File: src/rtl/ram_arb_pkg.sv
// Shared types and default widths for the CPU/DMA RAM port arbiter.
package ram_arb_pkg;

  localparam int DEF_ADDR_W = 10;
  localparam int DEF_DATA_W = 10;

  typedef enum logic [1:0] {
    OWN_NONE = 2'd0,
    OWN_CPU  = 2'd1,
    OWN_DMA  = 2'd2
  } owner_t;

endpackage

File: src/rtl/ram_arb_pick.sv
// Combinational grant picker for two requesters.
// RAM_ARB_RR_EN selects round-robin on ties; otherwise CPU has strict priority.
module ram_arb_pick
  import ram_arb_pkg::*;
(
  input  logic cpu_req,
  input  logic dma_req,
  input  logic last_dma,
  output logic cpu_gnt,
  output logic dma_gnt
);

`ifdef RAM_ARB_RR_EN
  // On a tie, the requester that did not win last time goes first.
  assign cpu_gnt = cpu_req & (~dma_req | last_dma);
  assign dma_gnt = dma_req & (~cpu_req | ~last_dma);
`else
  logic unused_last;
  assign unused_last = last_dma;
  assign cpu_gnt     = cpu_req;
  assign dma_gnt     = dma_req & ~cpu_req;
`endif

endmodule

File: src/rtl/ram_port_arbiter.sv
// Shares one single-port RAM between CPU and DMA: grant, issue registers, read tag pipe.
// Optional macro RAM_ARB_RR_EN switches tie-breaking to round-robin.
module ram_port_arbiter
  import ram_arb_pkg::*;
#(
  parameter int ADDR_W = DEF_ADDR_W,
  parameter int DATA_W = DEF_DATA_W
) (
  input  logic              clk,
  input  logic              rst,
  input  logic              cpu_req,
  input  logic              cpu_we,
  input  logic [ADDR_W-1:0] cpu_addr,
  input  logic [DATA_W-1:0] cpu_wdata,
  output logic              cpu_gnt,
  output logic              cpu_rvalid,
  output logic [DATA_W-1:0] cpu_rdata,
  input  logic              dma_req,
  input  logic              dma_we,
  input  logic [ADDR_W-1:0] dma_addr,
  input  logic [DATA_W-1:0] dma_wdata,
  output logic              dma_gnt,
  output logic              dma_rvalid,
  output logic [DATA_W-1:0] dma_rdata,
  output logic              ram_we,
  output logic [ADDR_W-1:0] ram_addr,
  output logic [DATA_W-1:0] ram_wdata,
  input  logic [DATA_W-1:0] ram_rdata,
  output logic              arb_busy
);

  logic              last_dma;
  logic              ram_we_reg, ram_we_next;
  logic [ADDR_W-1:0] ram_addr_reg, ram_addr_next;
  logic [DATA_W-1:0] ram_wdata_reg, ram_wdata_next;
  owner_t            owner_q1_reg, owner_q1_next;
  owner_t            owner_q2_reg;

  ram_arb_pick u_pick (
    .cpu_req  (cpu_req),
    .dma_req  (dma_req),
    .last_dma (last_dma),
    .cpu_gnt  (cpu_gnt),
    .dma_gnt  (dma_gnt)
  );

`ifdef RAM_ARB_RR_EN
  logic last_dma_reg;

  // Reset to DMA so that the CPU wins the first tie.
  always_ff @(posedge clk) begin
    if (rst) begin
      last_dma_reg <= 1'b1;
    end else if (cpu_gnt) begin
      last_dma_reg <= 1'b0;
    end else if (dma_gnt) begin
      last_dma_reg <= 1'b1;
    end
  end

  assign last_dma = last_dma_reg;
`else
  assign last_dma = 1'b1;
`endif

  always_comb begin
    ram_we_next    = 1'b0;
    ram_addr_next  = ram_addr_reg;
    ram_wdata_next = '0;
    owner_q1_next  = OWN_NONE;
    if (cpu_gnt) begin
      ram_we_next    = cpu_we;
      ram_addr_next  = cpu_addr;
      ram_wdata_next = cpu_wdata;
      owner_q1_next  = cpu_we ? OWN_NONE : OWN_CPU;
    end else if (dma_gnt) begin
      ram_we_next    = dma_we;
      ram_addr_next  = dma_addr;
      ram_wdata_next = dma_wdata;
      owner_q1_next  = dma_we ? OWN_NONE : OWN_DMA;
    end
  end

  // Clearing both tag stages on reset drops any read already in flight.
  always_ff @(posedge clk) begin
    if (rst) begin
      ram_we_reg    <= 1'b0;
      ram_addr_reg  <= '0;
      ram_wdata_reg <= '0;
      owner_q1_reg  <= OWN_NONE;
      owner_q2_reg  <= OWN_NONE;
    end else begin
      ram_we_reg    <= ram_we_next;
      ram_addr_reg  <= ram_addr_next;
      ram_wdata_reg <= ram_wdata_next;
      owner_q1_reg  <= owner_q1_next;
      owner_q2_reg  <= owner_q1_reg;
    end
  end

  assign ram_we     = ram_we_reg;
  assign ram_addr   = ram_addr_reg;
  assign ram_wdata  = ram_wdata_reg;

  assign cpu_rvalid = (owner_q2_reg == OWN_CPU);
  assign dma_rvalid = (owner_q2_reg == OWN_DMA);
  assign cpu_rdata  = ram_rdata;
  assign dma_rdata  = ram_rdata;
  assign arb_busy   = (owner_q1_reg != OWN_NONE) || (owner_q2_reg != OWN_NONE);

endmodule
File: config.mk
export PLATFORM = sky130hd
export DESIGN_NAME = ram_port_arbiter
export DESIGN_NICKNAME = d
export VERILOG_FILES = /design/src/rtl/ram_arb_pkg.sv /design/src/rtl/ram_arb_pick.sv /design/src/rtl/ram_port_arbiter.sv
export SDC_FILE = /design/constraint.sdc
export NUM_CORES = 1
export LEC_CHECK = 0
export ABC_AREA = 1
export BUFFER_PORTS_ARGS = -buffer_cell sky130_fd_sc_hd__buf_2
export CORE_MARGIN = 1
export CORE_UTILIZATION = 40
export DETAILED_ROUTE_END_ITERATION = 6
export PLACE_DENSITY = 0.9
export REMOVE_ABC_BUFFERS = 1
export SLEW_MARGIN = 20
export SYNTH_ARGS = -nofsm -noshare
export SYNTH_HDL_FRONTEND = slang
export SYNTH_SLANG_ARGS = --single-unit
File: constraint.sdc
create_clock -name clk -period 1.9 [get_ports clk]
set_clock_uncertainty 0.2 [all_clocks]
set_input_delay 0.095 -clock clk [delete_from_list [all_inputs] [get_ports clk]]
set_output_delay 0.095 -clock clk [all_outputs]
set_load 0.02 [all_outputs]
==> results of run 1 <==
[layout make-up]
type | count | share of cell area
multi-input combinational | 93 | 0.206
clock inverter | 1 | 0.00384
sequential | 25 | 0.256
clock buffer | 3 | 0.0115
inverter | 16 | 0.0307
timing repair buffer | 128 | 0.472
tap | 31 | 0.0198
[critical path, stage by stage]
cell and delay, ps:
dlygate4sd3_1 530, buf_2 180, nor3_2 150, buf_4 200, nand2_1 80, nand2_1 60, dlygate4sd3_1 550
[logic make-up after synthesis]
kind of cell | synth area share
simple gates | 0.347
buf+inv | 0.221
flops | 0.432
[worst paths after layout]
check / from / slack, ps / to / cells past startpoint
hold / removal: cpu_req / 220 / ram_we$_SDFF_PP0_ / 5
setup / recovery: rst / 130 / ram_wdata[6]$_SDFF_PP0_ / 7
setup reg to reg: ram_addr[9]$_SDFFE_PP0P_ / 450 / ram_addr[9]$_SDFFE_PP0P_ / 5
hold reg to reg: owner_q1_reg[0]$_SDFF_PP0_ / 240 / owner_q2_reg[0]$_SDFF_PP0_ / 2
[Yosys cell counts]
cell     number
nor2_4        2
inv_2         2
inv_1        14
nand3_1      20
nor4_1        1
nor3_2        1
dfxtp_1      25
buf_2         1
nand4_1       1
buf_6         1
nor2_1        5
nand2_1      62
buf_4        24
nor3_1        1
[per-layer routing]
| metal | track usage | vias to the layer above |
|---|---|---|
| met5 | 0 | - |
| met1 | 0.287 | 617 |
| met2 | 0.430 | 64 |
| met4 | 0.129 | 0 |
| met3 | 0.0535 | 18 |
| li1 | - | 679 |
[per-stage QoR]
| stage | instance area (µm²) | util | power [µW] | worst slack (ps) |
|---|---|---|---|---|
| 2_1_floorplan | 962 | - | 675 | 956 |
| 3_3_place_gp | 1360 | 0.495 | 772 | 679 |
| 3_5_place_dp | 1360 | 0.495 | 777 | 637 |
| 4_1_cts | 1950 | 0.709 | 1150 | 157 |
| 5_1_grt | 1950 | 0.709 | 1210 | 40.0 |
| 6_report | 1950 | 0.709 | 1160 | 130 |
[what timing repair did]
item / in CTS / in global routing
hold buffers: 56 / 0
endpoints found under the hold margin: 45 / 0
resized for setup: 0 / 0
[report_power, final]
part,total [µW],internal (µW),leakage (µW),switching (µW)
registers,566,555,0.000206,11.0
clock network,247,80.4,0.0000139,167
logic,345,165,0.000883,180
total,1160,800,0.00110,358
==> key figures, run 1 <==
Worst setup path
  – Setup crit end kind: register
  – Critical setup path kind: in2reg
  – CP required: 1980 ps
  – Crit-path max FO: 12
  – Critical path data arrival time: 1850 ps
  – Crit start category: input port

Clocking
  – H-tree depth: 1
  – Clock insertion delay at the later pin of the skew report: 320 ps
  – Worst-path clk slew: 150 ps
  – Clk sink count: 25
  – CTS tree: done
  – CTS max path bufs: 2
  – Post-CTS Setup Bufs: 0
  – Root buf cell: clkbuf_4
  – Total CTS buffers: 3

Floorplanning
  – Die area: 0.00312 mm²
  – Initial cell density of the core: 0.420
  – IO Count: 102
  – Die height: 55.8 µm
  – Die width: 55.8 µm
  – Row count: 19
  – Core area: 0.00276 mm²

Synthesis
  – Netlist cell types: 14
  – Mapped Area: 0.00116 mm²
  – Area contributors post-synth: dfxtp_1 43%, nand2_1 20%, buf_4 16%
  – Seq/Total Area, Yosys: 0.432
  – Post-synthesis average cell area: 7.24 µm²
  – Synth top area share: 0.432
  – Top cell type by total area after synthesis: dfxtp_1
  – Mapped Cells: 160
  – Synth Register Bits: 25
  – Total number of yosys warnings: 0

STA
  – Worst-Margin Slew: 489 ps
  – Worst rel slew slack: 0.673
  – Fin crit period: 1770 ps
  – Setup Viol. Count Final: 0
  – Final Hold Viols: 0
  – Max Fclk: 0.565 GHz
  – Final Cycle Share: 0.932
  – Slew Viols, Final: 0
  – RSZ-0062 raised after global routing: false
  – Min Hold Slack: 223 ps
  – Setup TNS: 0 ps

Global routing
  – Initial antenna violation count: 0
  – Vias in the first global route: 1383
  – First-pass GRT wire length: 6060 µm
  – Total track usage: 0.248
  – Pin count of the biggest net entering global routing: 16
  – GR Overflow Total: 0

Place
  – Routability cong.: 0.833
  – Placed Cells: 237
  – Hpwl dp: 2070 µm
  – PortBufs: 71

Routing
  – Vias/cell: 4.64
  – WL met1: 1480 µm
  – Vias: 1378
  – Drt pass-1 iters: 4
  – Top sig layer: met4
  – WL met2: 1960 µm
  – DR DRC count: 0
  – Final Routed Wirelength: 3820 µm
  – Routed len/inst: 12.8 µm
  – DR iter-0 viols: 37
  – Post-DRT Antenna Nets: 0
  – DR WL met3: 204 µm

Layout
  – Register area: 500 µm²
  – Fill count: 191
  – Most frequent cells in the layout: 71 x buf_2, 62 x nand2_1, 56 x dlygate4sd3_1
  – Commonest non-fill, non-tap cell in the layout: buf_2
  – Area of the multi-input gates: 402 µm²
  – Layout Cells excl Fill: 297
  – Layout cells sized above 1: 0.305
  – Ant. Diodes: 0
  – P&R area growth vs syn: 68.7%
  – Nets@finish: 323

Power and ir drop
  – Static leakage: 0.00110 µW
  – Maximum VDD drop: 0.000426 V
  – PwrDens: 592 mW/mm²

Min path
  – Hold WC Path Type: in2reg

Status
  – Outcome: completed

Run
  – Max Cap Viol: 0
Note: power is estimated with default switching activity, not from simulation.
==> inputs of run 2 (changes only) <==
--- a/config.mk
+++ b/config.mk
@@ -5,7 +5,6 @@
 export SDC_FILE = /design/constraint.sdc
 export NUM_CORES = 1
 export LEC_CHECK = 0
-export ABC_AREA = 1
 export BUFFER_PORTS_ARGS = -buffer_cell sky130_fd_sc_hd__buf_2
 export CORE_MARGIN = 1
 export CORE_UTILIZATION = 40
==> run 2 against run 1 <==
Against the previous run: global-route usage fell by 1.2 points; largest power group unchanged; fmax down 4.6%; synthesized cell count fell by 21%; critical path type unchanged; critical path depth down 1; wire length is 2.6% lower; count of clock-buffer cells in the layout is 1 higher; first-iteration DRC count down 19%; combinational power grew 2%; sequential power about the same; clock power shrank 6%; final area is 0.96% higher; power shrank 0.49%.
==> key figures, run 2 <==
Global routing
  – Initial antenna violation count: 0 (unchanged)
  – Total track usage: 0.236 (-0.0122)
  – GR Overflow Total: 0 (unchanged)
  – First-pass GRT wire length: 5780 µm (-4.7%)
  – Pin count of the biggest net entering global routing: 26 (+10)
  – Vias in the first global route: 1286 (-7.0%)

Power and ir drop
  – Maximum VDD drop: 0.000521 V (+22%)
  – Static leakage: 0.000969 µW (-12%)
  – Overall power: 1150 µW (-0.49%)
  – PwrDens: 584 mW/mm² (-1.4%)

Clocking
  – H-tree depth: 1 (unchanged)
  – Worst-path clk slew: 130 ps (-20 ps)
  – Root buf cell: clkbuf_4
  – Total CTS buffers: 3 (unchanged)
  – CTS tree: done
  – CTS max path bufs: 2 (unchanged)
  – Clock insertion delay at the later pin of the skew report: 310 ps (about the same)
  – Clk sink count: 25 (unchanged)

Min path
  – Hold WC Path Type: in2reg

Worst setup path
  – Setup crit end kind: register
  – Critical path data arrival time: 1920 ps (+70 ps)
  – CP required: 1970 ps (about the same)
  – Crit start category: input port
  – Critical setup path kind: in2reg
  – Crit-path max FO: 23 (+11)

STA
  – Final Cycle Share: 0.977 (+0.0447)
  – Setup Viol. Count Final: 0 (unchanged)
  – Worst rel slew slack: 0.667 (-0.00588)
  – Worst-Margin Slew: 499 ps (+10.4 ps)
  – Min Hold Slack: 16.6 ps (-206 ps)
  – Final Hold Viols: 0 (unchanged)
  – Slew Viols, Final: 0 (unchanged)
  – Fin crit period: 1860 ps (+85.0 ps)
  – Final WS setup: 44.6 ps (-85.0 ps)
  – Max Fclk: 0.539 GHz (-4.6%)

Place
  – PortBufs: 71 (unchanged)
  – DP Worst Slack: 629 ps (-8.04 ps)
  – Hpwl dp: 1970 µm (-4.9%)
  – Routability cong.: 0.599 (-28%)

Routing
  – WL met2: 1910 µm (-2.1%)
  – Drt pass-1 iters: 4 (unchanged)
  – Post-DRT Antenna Nets: 0 (unchanged)
  – DR iter-0 viols: 30 (-19%)
  – Final Routed Wirelength: 3720 µm (-2.6%)
  – DR DRC count: 0 (unchanged)
  – Vias/cell: 4.79 (+3.2%)
  – DR WL met3: 231 µm (+13%)
  – WL met1: 1480 µm (about the same)
  – Routed len/inst: 14.2 µm (+11%)
  – Top sig layer: met4
  – Vias: 1250 (-9.3%)

Layout
  – Commonest non-fill, non-tap cell in the layout: buf_2
  – Most frequent cells in the layout: 70 x buf_2, 54 x dlygate4sd3_1, 25 x dfxtp_1
  – Layout cells sized above 1: 0.348 (+0.0433)
  – Nets@finish: 287 (-11%)
  – Ant. Diodes: 0 (unchanged)
  – Fill count: 236 (+24%)
  – P&R area growth vs syn: 66.3%

Synthesis
  – Synth top area share: 0.422 (-0.0100)
  – Post-synthesis average cell area: 9.34 µm² (+29%)
  – Top cell type by total area after synthesis: dfxtp_1
  – Post-synth EDFFs: 0 (unchanged)
  – Seq/Total Area, Yosys: 0.422 (-0.0100)
  – Mapped Cells: 127 (-21%)
  – Mapped Area: 0.00119 mm² (+2.4%)
  – Synth top cells by count: 25 x dfxtp_1, 21 x buf_4, 14 x nor2b_1
  – Netlist cell types: 16 (+2)
  – Top_reg_cell synth: dfxtp_1
  – Total number of yosys warnings: 0 (unchanged)
  – Most frequent cell after synthesis: dfxtp_1
  – Async S/R FF share, synth: 0 (unchanged)
  – Synth Register Bits: 25 (unchanged)
  – Area contributors post-synth: dfxtp_1 42%, buf_4 13%, mux2i_1 8.4%

Floorplanning
  – Die width: 56.5 µm (+1.1%)
  – Die area: 0.00319 mm² (+2.3%)
  – Initial cell density of the core: 0.426 (+0.00631)
  – Core area: 0.00278 mm² (+0.86%)
  – Die height: 56.5 µm (+1.1%)
  – Row count: 19 (unchanged)
  – IO Count: 102 (unchanged)

Run
  – Max Cap Viol: 0 (unchanged)

Status
  – Outcome: completed
[run 2: cell type report]
type                    instances  area, µm²  share of cell area
repair buffers                129        930               0.471
flip-flops and latches         25        500               0.254
multi-input cells              71        470               0.238
well taps                      31       38.8              0.0197
clock buffers                   4       26.3              0.0133
inverters                       1       7.51             0.00380
[run 2: cells by family (layout without fill, tap and decap cells)]
| family | count (synthesis) | after routing | share of synthesized area |
|---|---|---|---|
| simple gates | 40 | 40 | 0.203 |
| compound gates | 21 | 21 | 0.110 |
| buf+inv | 31 | 134 | 0.181 |
| mux | 10 | 10 | 0.0844 |
| flops | 25 | 25 | 0.422 |
[run 2: what timing repair did]
item                                   in CTS  in global routing
hold buffers                               54                  0
gates resized for setup                     0                  4
buffers inserted                            0                  3
setup endpoints to repair                   0                 16
endpoints found under the hold margin      43                  0
[run 2: critical path, cell delays in order]
cell and delay [ps]:
dlygate4sd3_1 540, buf_4 190, buf_6 170, nand3b_1 170, a21oi_1 170, dlygate4sd3_1 570
[run 2: path summary, 6_finish.rpt]
kind                                endpoint  slack [ps]                  startpoint  cells past startpoint
setup / recovery     ram_wdata[6]$_SDFF_PP0_          40                     cpu_req                      6
hold / removal    owner_q2_reg[0]$_SDFF_PP0_          20                         rst                      2
setup reg to reg    ram_addr[4]$_SDFFE_PP0P_         380    ram_addr[4]$_SDFFE_PP0P_                      3
hold reg to reg   owner_q2_reg[1]$_SDFF_PP0_         280  owner_q1_reg[1]$_SDFF_PP0_                      1
[run 2: layer usage]
metal,vias up,global-route usage
li1,614,-
met1,568,0.251
met2,58,0.429
met4,0,0.101
met3,10,0.0691
met5,-,0
[run 2: through the flow]
stage                      util  setup TNS (ps)  area, µm²  cells
final                     0.709               0       1970    261
after global placement    0.495               0       1380    200
after global routing      0.709          -0.857       1970    261
after CTS                 0.699               0       1940    258
after floorplan               -               0        975     97
after detailed placement  0.495               0       1380    200
[run 2: power by group]
group	leakage [µW]	internal [µW]	switching [µW]
registers	0.000207	556	11.7
clock network	0.0000150	82.0	152
logic	0.000747	176	175
==> inputs of run 3 (changes only) <==
--- a/config.mk
+++ b/config.mk
@@ -9,7 +9,7 @@
 export CORE_MARGIN = 1
 export CORE_UTILIZATION = 40
 export DETAILED_ROUTE_END_ITERATION = 6
-export PLACE_DENSITY = 0.9
+export PLACE_DENSITY = 0.84
 export REMOVE_ABC_BUFFERS = 1
 export SLEW_MARGIN = 20
 export SYNTH_ARGS = -nofsm -noshare
==> run 3 against run 2 <==
Against the previous run: wire length rose by 8.1%; cell count fell by 0.77%; global-route usage rose by 2.4 points; via count rose by 7.3%; power rose by 0.28%; non-clock buffer count fell by 2; sequential cell count did not move; first-iteration DRC count rose by 20%; clock power barely moved.
==> key figures, run 3 (synthesis results as in run 2) <==
Status
  – Outcome: completed

Global routing
  – Vias in the first global route: 1365 (+6.1%)
  – First-pass GRT wire length: 6340 µm (+9.8%)
  – Pin count of the biggest net entering global routing: 26 (unchanged)
  – Total track usage: 0.260 (+0.0237)
  – Initial antenna violation count: 0 (unchanged)
  – GR Overflow Total: 0 (unchanged)

Floorplanning
  – Core area: 0.00278 mm² (unchanged)
  – IO Count: 102 (unchanged)
  – Die height: 56.5 µm (unchanged)
  – Die area: 0.00319 mm² (unchanged)
  – Row count: 19 (unchanged)
  – Die width: 56.5 µm (unchanged)
  – Initial cell density of the core: 0.426 (unchanged)

Routing
  – Vias/cell: 5.18 (+8.1%)
  – DR iter-0 viols: 36 (+20%)
  – Post-DRT Antenna Nets: 0 (unchanged)
  – Routed len/inst: 15.5 µm (+8.9%)
  – Vias: 1341 (+7.3%)
  – Final Routed Wirelength: 4020 µm (+8.1%)
  – DR DRC count: 0 (unchanged)
  – Drt pass-1 iters: 4 (unchanged)

Clocking
  – Clock insertion delay at the later pin of the skew report: 310 ps (about the same)
  – CTS tree: done
  – H-tree depth: 1 (unchanged)
  – Total CTS buffers: 3 (unchanged)
  – Post-CTS Setup Bufs: 0 (unchanged)
  – CTS max path bufs: 2 (unchanged)
  – Worst-path clk slew: 130 ps (about the same)
  – Clk sink count: 25 (unchanged)
  – Root buf cell: clkbuf_4

Layout
  – Fill count: 204 (-14%)
  – Layout Cells excl Fill: 259 (-0.77%)
  – Final Instance Area: 0.00195 mm² (-1.0%)
  – Ant. Diodes: 0 (unchanged)
  – Most frequent cells in the layout: 71 x buf_2, 55 x dlygate4sd3_1, 25 x dfxtp_1
  – P&R area growth vs syn: 64.7%
  – Commonest non-fill, non-tap cell in the layout: buf_2
  – Layout cells sized above 1: 0.333 (-0.0145)
  – Register area: 500 µm² (unchanged)
  – Area of the multi-input gates: 470 µm² (unchanged)
  – Nets@finish: 285 (-0.70%)

Power and ir drop
  – Maximum VDD drop: 0.000387 V (-26%)
  – Static leakage: 0.000962 µW (-0.73%)
  – PwrDens: 592 mW/mm² (+1.3%)
  – Overall power: 1160 µW (+0.28%)

Worst setup path
  – Critical path data arrival time: 1330 ps (-590 ps)
  – Crit start category: register
  – Critical setup path kind: reg2out
  – Setup crit end kind: primary output
  – Crit-path max FO: 3 (-87%)
  – CP required: 1600 ps (-370 ps)

STA
  – Fin crit period: 1620 ps (-235 ps)
  – Final Cycle Share: 0.853 (-0.124)
  – Worst-Margin Slew: 528 ps (+28.5 ps)
  – Worst rel slew slack: 0.648 (-0.0190)
  – Min Hold Slack: 26.9 ps (+10.3 ps)
  – Max Fclk: 0.617 GHz (+15%)
  – RSZ-0062 raised after global routing: false
  – Setup TNS: 0 ps (unchanged)
  – Setup Viol. Count Final: 0 (unchanged)
  – Slew Viols, Final: 0 (unchanged)
  – Final Hold Viols: 0 (unchanged)

Run
  – Max Cap Viol: 0 (unchanged)

Place
  – Area after DPL: 0.00138 mm² (unchanged)
  – PortBufs: 71 (unchanged)
  – Placed Cells: 200 (unchanged)
  – Routability cong.: 0.660 (+10%)

Min path
  – Hold WC Path Type: in2reg
run 3: cell types whose count changed in the layout (fill, tap and decap cells not counted), sizes merged:
| cell | previous run | this run |
|---|---|---|
| clkinvlp | 1 | 0 |
| dlygate4sd3 | 54 | 55 |
| clkbuf | 5 | 4 |
| buf | 74 | 72 |
| inv | 0 | 1 |
run 3: critical path, cell delays in order, from the launching register on:
cell and delay (ps):
dfxtp_1 340, or4_1 510, buf_2 170
run 3: metal layers:
layer / global-route usage / up-vias / routed length, µm
met2: 0.459 / 88 / 2090
met3: 0.0530 / 14 / 298
li1: - / 609 / -
met5: 0 / - / 0
met1: 0.289 / 630 / 1490
met4: 0.139 / 0 / 139
run 3: final cells by class:
type	instances	share of cell area
Clock buffer	4	0.0135
Inverter	1	0.00192
Multi-Input combinational cell	71	0.241
Sequential cell	25	0.256
Tap cell	31	0.0199
Timing Repair Buffer	127	0.468
run 3: power breakdown:
part	internal (µW)	total, µW	leakage (µW)	switching (µW)
combinational	174	353	0.000740	179
clock	81.8	234	0.0000150	152
sequential	556	569	0.000207	13.4
total	811	1160	0.000962	344
run 3: stage by stage:
stage | utilization | worst slack, ps
detailed placement | 0.495 | 630
CTS | 0.702 | 260
floorplan | - | 682
global route | 0.702 | 242
finish | 0.702 | 280
global placement | 0.495 | 646
run 3: repair_timing:
action,4_1_cts,5_1_grt
resized for setup,0,0
hold buffers,55,0
endpoints found under the hold margin,43,0
run 3: final timing paths:
check / startpoint / to / slack, ps / cells past startpoint
worst min-delay path: rst / owner_q2_reg[1]$_SDFF_PP0_ / 30 / 2
worst max-delay path: owner_q2_reg[1]$_SDFF_PP0_ / arb_busy / 280 / 2
worst max register to register: ram_addr[7]$_SDFFE_PP0P_ / ram_addr[7]$_SDFFE_PP0P_ / 340 / 3
worst min register to register: owner_q1_reg[1]$_SDFF_PP0_ / owner_q2_reg[1]$_SDFF_PP0_ / 270 / 1
